## src/rtl/clk_div_pkg.sv

```systemverilog
// Shared definitions for the clock-enable generator.
// Holds the default parameter values used by clk_div_gen and clk_div_chan.
// Also holds the helper that sizes the channel-select port.
package clk_div_pkg;

  localparam int N_CH_DEF        = 4;
  localparam int DIV_W_DEF       = 32;
  localparam int CNT_W_DEF       = 32;
  localparam int DEFAULT_DIV_DEF = 100000;

  // Width of the channel-select port. A single-channel build still
  // gets a 1-bit select, so the port is never zero width.
  function automatic int sel_width(input int n);
    return (n > 1) ? $clog2(n) : 1;
  endfunction

endpackage

```

## src/rtl/clk_div_chan.sv

```systemverilog
// One tick channel of the clock-enable generator.
// Ports:
//   clk       system clock (rising edge)
//   rst       synchronous active-low reset
//   en        run enable
//   sync_clr  restart the counter from the active divisor
//   we        write strobe, already decoded for this channel
//   wr_val    divisor being written (0 disables the channel)
//   tick      registered one-cycle pulse at terminal count
//   phase     registered square wave, toggles on every tick
module clk_div_chan
  import clk_div_pkg::*;
#(
  parameter int DIV_W       = DIV_W_DEF,
  parameter int DEFAULT_DIV = DEFAULT_DIV_DEF
) (
  input  logic             clk,
  input  logic             rst,
  input  logic             en,
  input  logic             sync_clr,
  input  logic             we,
  input  logic [DIV_W-1:0] wr_val,
  output logic             tick,
  output logic             phase
);

  localparam logic [DIV_W-1:0] ONE      = DIV_W'(1);
  localparam logic [DIV_W-1:0] RST_DIV  = DIV_W'(DEFAULT_DIV);
  localparam logic [DIV_W-1:0] RST_CNT  = DIV_W'(DEFAULT_DIV - 1);

  logic [DIV_W-1:0] cnt_reg, cnt_next;
  logic [DIV_W-1:0] act_reg, act_next;
  logic [DIV_W-1:0] shd_reg, shd_next;
  logic             tick_reg, tick_next;
  logic             phase_reg, phase_next;
  logic [DIV_W-1:0] shd_eff;

  always_comb begin
    // A write landing on the terminal-count edge must feed the reload.
    shd_eff    = we ? wr_val : shd_reg;
    cnt_next   = cnt_reg;
    act_next   = act_reg;
    shd_next   = shd_eff;
    tick_next  = 1'b0;
    phase_next = phase_reg;

    if (act_reg == '0) begin
      // Disabled: a non-zero write restarts the channel immediately.
      phase_next = 1'b0;
      if (we && (wr_val != '0)) begin
        act_next = wr_val;
        cnt_next = wr_val - ONE;
      end
    end else if (sync_clr) begin
      cnt_next   = act_reg - ONE;
      phase_next = 1'b0;
    end else if (!en) begin
      // Freeze count and phase; tick stays low.
    end else if (cnt_reg == '0) begin
      tick_next  = 1'b1;
      phase_next = ~phase_reg;
      act_next   = shd_eff;
      // Reloading from zero would underflow; the channel simply
      // becomes disabled with its counter left where it is.
      if (shd_eff != '0) begin
        cnt_next = shd_eff - ONE;
      end
    end else begin
      cnt_next = cnt_reg - ONE;
    end
  end

  always_ff @(posedge clk) begin
    if (!rst) begin
      cnt_reg   <= RST_CNT;
      act_reg   <= RST_DIV;
      shd_reg   <= RST_DIV;
      tick_reg  <= 1'b0;
      phase_reg <= 1'b0;
    end else begin
      cnt_reg   <= cnt_next;
      act_reg   <= act_next;
      shd_reg   <= shd_next;
      tick_reg  <= tick_next;
      phase_reg <= phase_next;
    end
  end

  assign tick  = tick_reg;
  assign phase = phase_reg;

endmodule

```

## src/rtl/clk_div_gen.sv

```systemverilog
// Multi-channel programmable clock-enable generator.
// Ports:
//   clk       system clock (rising edge)
//   rst       synchronous active-low reset
//   en        global run enable for all channels
//   sync_clr  restart every channel counter
//   div_we    divisor write strobe
//   div_sel   channel addressed by the write (out-of-range ignored)
//   div_val   new divisor, 0 disables the channel
//   tick      per-channel one-cycle clock-enable pulses
//   phase     per-channel square waves (period 2 x divisor)
//   free_cnt  free-running cycle counter, wraps
module clk_div_gen
  import clk_div_pkg::*;
#(
  parameter int  N_CH        = N_CH_DEF,
  parameter int  DIV_W       = DIV_W_DEF,
  parameter int  CNT_W       = CNT_W_DEF,
  parameter int  DEFAULT_DIV = DEFAULT_DIV_DEF,
  localparam int SEL_W       = sel_width(N_CH)
) (
  input  logic             clk,
  input  logic             rst,
  input  logic             en,
  input  logic             sync_clr,
  input  logic             div_we,
  input  logic [SEL_W-1:0] div_sel,
  input  logic [DIV_W-1:0] div_val,
  output logic [N_CH-1:0]  tick,
  output logic [N_CH-1:0]  phase,
  output logic [CNT_W-1:0] free_cnt
);

  logic [N_CH-1:0]  we_ch;
  logic [CNT_W-1:0] free_cnt_reg;

  // Select values at or above N_CH match no channel, so such
  // writes fall through without any extra range check.
  generate
    for (genvar gi = 0; gi < N_CH; gi++) begin : g_chan
      assign we_ch[gi] = div_we && (div_sel == SEL_W'(gi));

      clk_div_chan #(
        .DIV_W       (DIV_W),
        .DEFAULT_DIV (DEFAULT_DIV)
      ) u_chan (
        .clk      (clk),
        .rst      (rst),
        .en       (en),
        .sync_clr (sync_clr),
        .we       (we_ch[gi]),
        .wr_val   (div_val),
        .tick     (tick[gi]),
        .phase    (phase[gi])
      );
    end
  endgenerate

  always_ff @(posedge clk) begin
    if (!rst) begin
      free_cnt_reg <= '0;
    end else begin
      free_cnt_reg <= free_cnt_reg + CNT_W'(1);
    end
  end

  assign free_cnt = free_cnt_reg;

endmodule
```

## config.mk

```make
export PLATFORM = sky130hd
export DESIGN_NAME = clk_div_gen
export DESIGN_NICKNAME = d
export VERILOG_FILES = /design/src/rtl/clk_div_pkg.sv /design/src/rtl/clk_div_chan.sv /design/src/rtl/clk_div_gen.sv
export SDC_FILE = /design/constraint.sdc
export NUM_CORES = 1
export LEC_CHECK = 0
export ABC_AREA = 1
export BUFFER_PORTS_ARGS = -buffer_cell sky130_fd_sc_hd__buf_2
export CAP_MARGIN = 10
export CORE_UTILIZATION = 40
export CTS_CLUSTER_SIZE = 30
export DETAILED_ROUTE_END_ITERATION = 6
export HOLD_SLACK_MARGIN = 0.06
export PLACE_DENSITY = 0.52
export SYNTH_ARGS = -nofsm -noshare
export SYNTH_HDL_FRONTEND = slang
export SYNTH_SLANG_ARGS = --single-unit
```

## constraint.sdc

```tcl
create_clock -name clk -period 6.1 [get_ports clk]
set_clock_uncertainty 0.05 [all_clocks]
set_input_delay 0.915 -clock clk [delete_from_list [all_inputs] [get_ports clk]]
set_output_delay 0.915 -clock clk [all_outputs]
set_load 0.03 [all_outputs]
```

* Word level (Yosys, flattened, before mapping)
Index checks and enable logic that the tools add are counted.
W data, S select, Z words.
** Word-level totals
- Bits in registers :: 424
- Latch bits :: 0
- Memory bits (writable) :: 0
- Memory bits (read-only) :: 0
- Bits of input ports :: 39
- Output and inout port bits :: 40
- Word-level logic and storage cells :: 162
- Memories kept :: 0
** Operators by class
- $add $sub $neg :: 14
- $mul :: 0
- Divide/modulo/power cells :: 0
- $lt $le $gt $ge :: 0
- Equality and inequality tests :: 15
- Shift operators :: 0
- Mux-type cells :: 52
- Bitwise gates (word level) :: 6
- Reductions and logical operators :: 54
** Operators with widths (count)
- $mux W32 :: 48
- $sub A32 B1 Y32 const B :: 13
- $logic_not A32 Y1 :: 8
- $reduce_bool A32 Y1 :: 5
- $add A32 B1 Y32 const B :: 1
- $ne A4 B3 Y1 const B :: 4
- $reduce_and A4 Y1 :: 4
- $reduce_bool A2 Y1 :: 8
- $reduce_or A4 Y1 :: 4
- $reduce_and A3 Y1 :: 4
- $reduce_bool A3 Y1 :: 4
- $reduce_or A3 Y1 :: 4
- $logic_and A1 B1 Y1 :: 8
- $ne A2 B1 Y1 const B :: 4
- $ne A2 B2 Y1 const B :: 4
- $reduce_and A2 Y1 :: 4
- $not A1 Y1 :: 6
- $eq A2 B2 Y1 const B :: 2
- $mux W1 :: 4
- $eq A2 B1 Y1 const B :: 1
- $logic_not A2 Y1 :: 1

* Depth between registers and ports, before layout
- Depth in word-level cells :: 9
- Gate-level depth with buffers :: 20
- Gate-level depth less buffers :: 19

* Modules after synthesis
Synthesis repeated with hierarchy kept, for this count alone.
** Second synthesis, totals
- Cell total of the unflattened synthesis :: 4274
- Area total of the unflattened synthesis :: 26704.4 µm²
** Modules (own cells, without submodules)
- clk_div_chan :: times used 4, cells each 1003, area an instance 6252.2 µm², seq. area each 1961.9 µm²
- clk_div_gen :: times used 1, cells each 262, area an instance 1695.4 µm², seq. area each 640.6 µm²

* Worst setup path after synthesis
No wires, ideal clock.
- Path kind :: input to register
- From :: input div_sel[0]
- To :: register g_chan[2].u_chan.cnt_reg[14]
- Library setup time :: 0.132 ns
- Arrival time :: 2.713 ns
- Data required time :: 5.918 ns
- Slack :: 3.205 ns
- Cell stages on the path :: 17
- Buffers on the path :: 2
- Path through :: inv_2 -> nand3_1 -> buf_6 -> buf_6 -> o21ai_1 -> nand2_1 -> a21oi_2 -> inv_1 -> ha_1 -> nand3_1 -> inv_2 -> nand2_2 -> nor2_1 -> nand3_1 -> nand2_1 -> o21ai_1 -> a21oi_1
** On the way
- Cells in the longest elaborated chain, start to end :: 9
- Elaborated cells on any way between the ends :: 14
- Classes of those cells :: 1 x add/sub; 3 x eq/ne; 6 x mux; 4 x reduce/logical
** RTL lines
- from (decl) :: RTL line clk_div_gen.sv:27 : input logic [SEL_W-1:0] div_sel,
- $eq A2 B2 Y1 * :: RTL line clk_div_gen.sv:41 : assign we_ch[gi] = div_we && (div_sel == SEL_W'(gi));
- $logic_and A1 B1 Y1 * :: RTL line clk_div_gen.sv:41
- $mux W32 :: RTL line clk_div_chan.sv:40 : shd_eff = we ? wr_val : shd_reg;
- $sub A32 B1 Y32 :: RTL line clk_div_chan.sv:66 : cnt_next = shd_eff - ONE;
- $mux W32 :: RTL line clk_div_chan.sv:65 : if (shd_eff != '0) begin
- $mux W32 :: RTL line clk_div_chan.sv:59 : end else if (cnt_reg == '0) begin
- $mux W32 :: RTL line clk_div_chan.sv:57 : end else if (!en) begin
- $mux W32 :: RTL line clk_div_chan.sv:54 : end else if (sync_clr) begin
- $mux W32 :: RTL line clk_div_chan.sv:47 : if (act_reg == '0) begin
- to (signal assigned) :: RTL line clk_div_chan.sv:81 : cnt_reg <= cnt_next;
- to (decl) :: RTL line clk_div_chan.sv:31 : logic [DIV_W-1:0] cnt_reg, cnt_next;
Every way passes the cells marked *; elsewhere a longest branch is shown, timed or not. The select of a mux whose other input is x is not followed.
A chain may end at the register's enable or synchronous reset.

* Final worst setup path
- From :: input div_val[1]
- To :: register g_chan[1].u_chan.cnt_reg[28]
** On the way
- Cells in the longest elaborated chain, start to end :: 7
- Elaborated cells on any way between the ends :: 15
- Classes of those cells :: 2 x add/sub; 2 x eq/ne; 7 x mux; 4 x reduce/logical
** RTL lines
- from (decl) :: RTL line clk_div_gen.sv:28 : input logic [DIV_W-1:0] div_val,
- $mux W32 :: RTL line clk_div_chan.sv:40
- $sub A32 B1 Y32 :: RTL line clk_div_chan.sv:66
- $mux W32 :: RTL line clk_div_chan.sv:65
- $mux W32 :: RTL line clk_div_chan.sv:59
- $mux W32 :: RTL line clk_div_chan.sv:57
- $mux W32 :: RTL line clk_div_chan.sv:54
- $mux W32 :: RTL line clk_div_chan.sv:47
- to (signal assigned) :: RTL line clk_div_chan.sv:81
- to (decl) :: RTL line clk_div_chan.sv:31
Parallel ways exist; a longest one is shown, timed or not. The select of a mux whose other input is x is not followed.

==> impl_summary.log <==
[metrics] met2 layer usage reported by global route: 50.0%
[metrics] gr ovfl total: 0
[metrics] instance count after placement with tap cells included: 5093
[metrics] Arr. time, crit path: 4.49 ns
[metrics] synthesized instance count: 4352
[metrics] cell area after layout: between 0.02 and 0.03 mm^2
[metrics] Worst Path Class, Setup: in2reg
[metrics] Setup crit start kind: primary input
[metrics] Final HPWL DP: about 76000 um
[metrics] Max Transition Viols Final: 0
[metrics] Final #Nets: roughly 4.3k
[metrics] CTS root buffer: clkbuf_16
[metrics] Synth top area share: 32.3%
[metrics] post-placement worst setup slack: 1.61 ns
[metrics] count of warnings emitted by yosys: 0
[metrics] total global-route track usage: around a third
[metrics] Avg Inst Size Synth: 6.03 um^2
[metrics] drt wl/cell: 21.5 um
[metrics] global-route met3 utilization: 6.76%
[metrics] number of placement rows: 93
[metrics] number of design rule violations left after detail routing: 0
[metrics] ranking of synthesized cells by area: dfxtp_1 32%, nand2_1 18%, nor2_1 10%
[metrics] number of filler instances in the final layout: 7181
[metrics] fraction of synthesis flops using an asynchronous set or reset pin: 0%
[metrics] crit share post-route: approximately 65%
[metrics] leading cell types by count after synthesis: 1284 x nand2_1, 734 x nor2_1, 424 x dfxtp_1
[metrics] clock latency on the worst-skew pair: 0.62 ns
[metrics] initial detailed-routing violation count: 3026
[metrics] pin count of the biggest net entering global routing: 128
[metrics] number of nets produced by synthesis: around 4.4k
[metrics] vertical die dimension: 258 um
[metrics] RSZ-0062 raised after global routing: no
[metrics] CP max FO: 6
[metrics] Yosys cell types: 53
[metrics] power per standard cell area: between 200 and 300 mW/mm^2
[metrics] fraction of layout instances using a drive strength above 1: 8.94%
[metrics] Num Clock Sinks: 424
[metrics] time the final worst path needs with I/O delays and setup: 3.99 ns
[metrics] cell with the most instances after synthesis: nand2_1
[metrics] hold violation total from the final report: 0
[metrics] antenna violations before repair: 2
[metrics] fin worst setup slack: 2.11 ns
[metrics] outcome: complete, no violations
[metrics] Die Span X: 258 um
[metrics] tightest slew margin relative to the limit: 6.12%
[metrics] Lkg Pwr: 12.4 nW
[metrics] CP max stage delay: 1.09 ns
[metrics] Area after DPL: 0.0269 mm^2
[metrics] Post-CTS Repair Setup Buffers: 0
[metrics] overall via count from detail_route: 28.0k
[metrics] Final setup violation count: 0
[metrics] routing usage on met1: 46.2%
[metrics] Routed Antenna Nets: 0
[metrics] TritonCTS clock tree: yes
[metrics] Worst Path Buf+Inv: 2
[metrics] most instantiated flip-flop cell in the synthesis netlist: dfxtp_1
[metrics] number of detailed-route iterations in the first pass: 6
[metrics] CTS Buffer Depth: 3
[metrics] total wirelength of the detailed-routed design: 112000 um
[metrics] starting density of the core: roughly 41%
[metrics] Via-to-Cell Ratio: 5.40
[metrics] max-capacitance violation count: 0
[metrics] final weighted congestion in routability-driven placement: ~1
[metrics] Data required, critical path: 6.60 ns
[metrics] core region area: 0.0647 mm^2
[metrics] setup tns final: 0 ns
[metrics] H-tree levels: 2
[metrics] worst hold slack: 0.405 ns
[metrics] busiest grt layer: met2
[metrics] number of top-level design ports: 79
[metrics] wire length of the first global-routing pass: around 170000 um
[metrics] worst ir drop on vdd: 0.000186 V
[metrics] Crit. End Element: flip-flop
[metrics] number of storage elements in the synthesis netlist: roughly 420
[metrics] CTS clk-pin slew, worst paths: roughly 0.060 ns
[metrics] cell breakdown of the critical path: buf_2 -> inv_1 -> ha_1 -> nand3_2 -> nor2_2 -> nand3_1 -> nor2_1 -> nand2_1 -> nor2_1 -> nand2_1 -> nor2_1 -> nand2_1 -> xor2_1 -> a21oi_1 -> a21oi_1
[metrics] Layout Cells excl Fill: 5184
[metrics] highest achievable clock rate: around 250 MHz
[metrics] number of buffers added by the clock tree synthesis step: 52
[metrics] hold-fix buffer count after cts: 0
[metrics] cell taking the most area after synthesis: dfxtp_1
[metrics] vias in the first global route: between 20k and 30k
[metrics] CP top delay family: simple AND/OR/NAND/NOR gates
[metrics] Hold/Removal Path Class: reg2reg
[metrics] Post-Syn Area: 0.0262 mm^2
[metrics] EDFF count, synth: 0
[metrics] cells resized by post-CTS repair: 0
[metrics] cell with the largest stage delay on the worst path: xor2_1
[metrics] number of input and output port buffers inserted: 78
[metrics] register area share after synthesis: 32.3%
[metrics] P&R area growth vs syn: 9.47%
[metrics] die area: 0.0666 mm^2
[metrics] transition time at the pin with the least slew margin: 1.40 ns
-- power by group --
part | leakage, nW | switching, mW | internal, mW
clock network | 0.880 | 1.33 | 2.00
registers | 3.46 | 0.0598 | 2.86
logic | 8.04 | 0.760 | 0.266
total | 12.4 | 2.15 | 5.13
-- layout make-up --
class / instances / area (um^2) / share of cell area [%]
Clock inverter: 10 / 178 / 0.618
Multi-Input combinational cell: 3272 / 15000 / 52.4
Inverter: 420 / 1590 / 5.52
Tap cell: 855 / 1070 / 3.72
Sequential cell: 424 / 8490 / 29.5
Timing Repair Buffer: 122 / 754 / 2.63
Clock buffer: 80 / 1610 / 5.60
Antenna cell: 1 / 2.50 / 0.00871
-- path summary, 6_finish.rpt --
path	cells after the start	end	slack, ns	from
worst max register to register	12	g_chan[0].u_chan.act_reg[22]$_SDFFE_PN0P_	2.31	g_chan[0].u_chan.act_reg[5]$_SDFFE_PN1P_
worst max-delay path	15	g_chan[1].u_chan.cnt_reg[28]$_SDFFE_PN0P_	2.11	div_val[1]
worst min-delay path	1	g_chan[1].u_chan.phase$_SDFFE_PP0P_	0.41	g_chan[1].u_chan.phase$_SDFFE_PP0P_
worst min register to register	1	g_chan[1].u_chan.phase$_SDFFE_PP0P_	0.41	g_chan[1].u_chan.phase$_SDFFE_PP0P_
-- cells by family (layout without fill, tap and decap cells) --
logic type                 count (synthesis)  count (layout)  synth area share (%)
AOI/OAI and AO/OA                        748             748                  15.8
xor gates and xnor gates                  64              64                  2.14
adders and majority gates                  6               6                 0.286
buffers and inverters                    656             632                  10.6
DFF                                      424             424                  32.3
other                                      0               1                     0
and+or+nand+nor                         2454            2454                  38.8
-- layout by cell type, fill, tap and decap left out, types with 32 or more instances in the layout --
| master | count |
|---|---|
| nand3_1 | 189 |
| clkbuf_16 | 53 |
| dfxtp_1 | 424 |
| nand4_1 | 58 |
| nor4_1 | 32 |
| o21ai_1 | 142 |
| o211ai_1 | 43 |
| nand2_1 | 1283 |
| nor2_1 | 731 |
| inv_1 | 378 |
| nor2_2 | 33 |
| xor2_1 | 37 |
| inv_2 | 34 |
| a21oi_1 | 201 |
| o21ai_0 | 216 |
| buf_2 | 76 |
| a31oi_1 | 97 |
| buf_4 | 43 |
-- through the flow --
stage | power [mW] | util, %
detailed placement | 3.98 | 41.6
CTS | 7.29 | 44.4
floorplan | 3.62 | -
global placement | 3.98 | 41.6
global route | 7.51 | 44.4
finish | 7.28 | 44.4
-- routing by layer --
layer | vias up | routed length, um
li1 | 13800 | -
met1 | 13000 | 50000
met2 | 1063 | 47600
met3 | 187 | 9960
met4 | 0 | 4050
met5 | - | 0
Note: power is estimated with default switching activity, not from simulation.
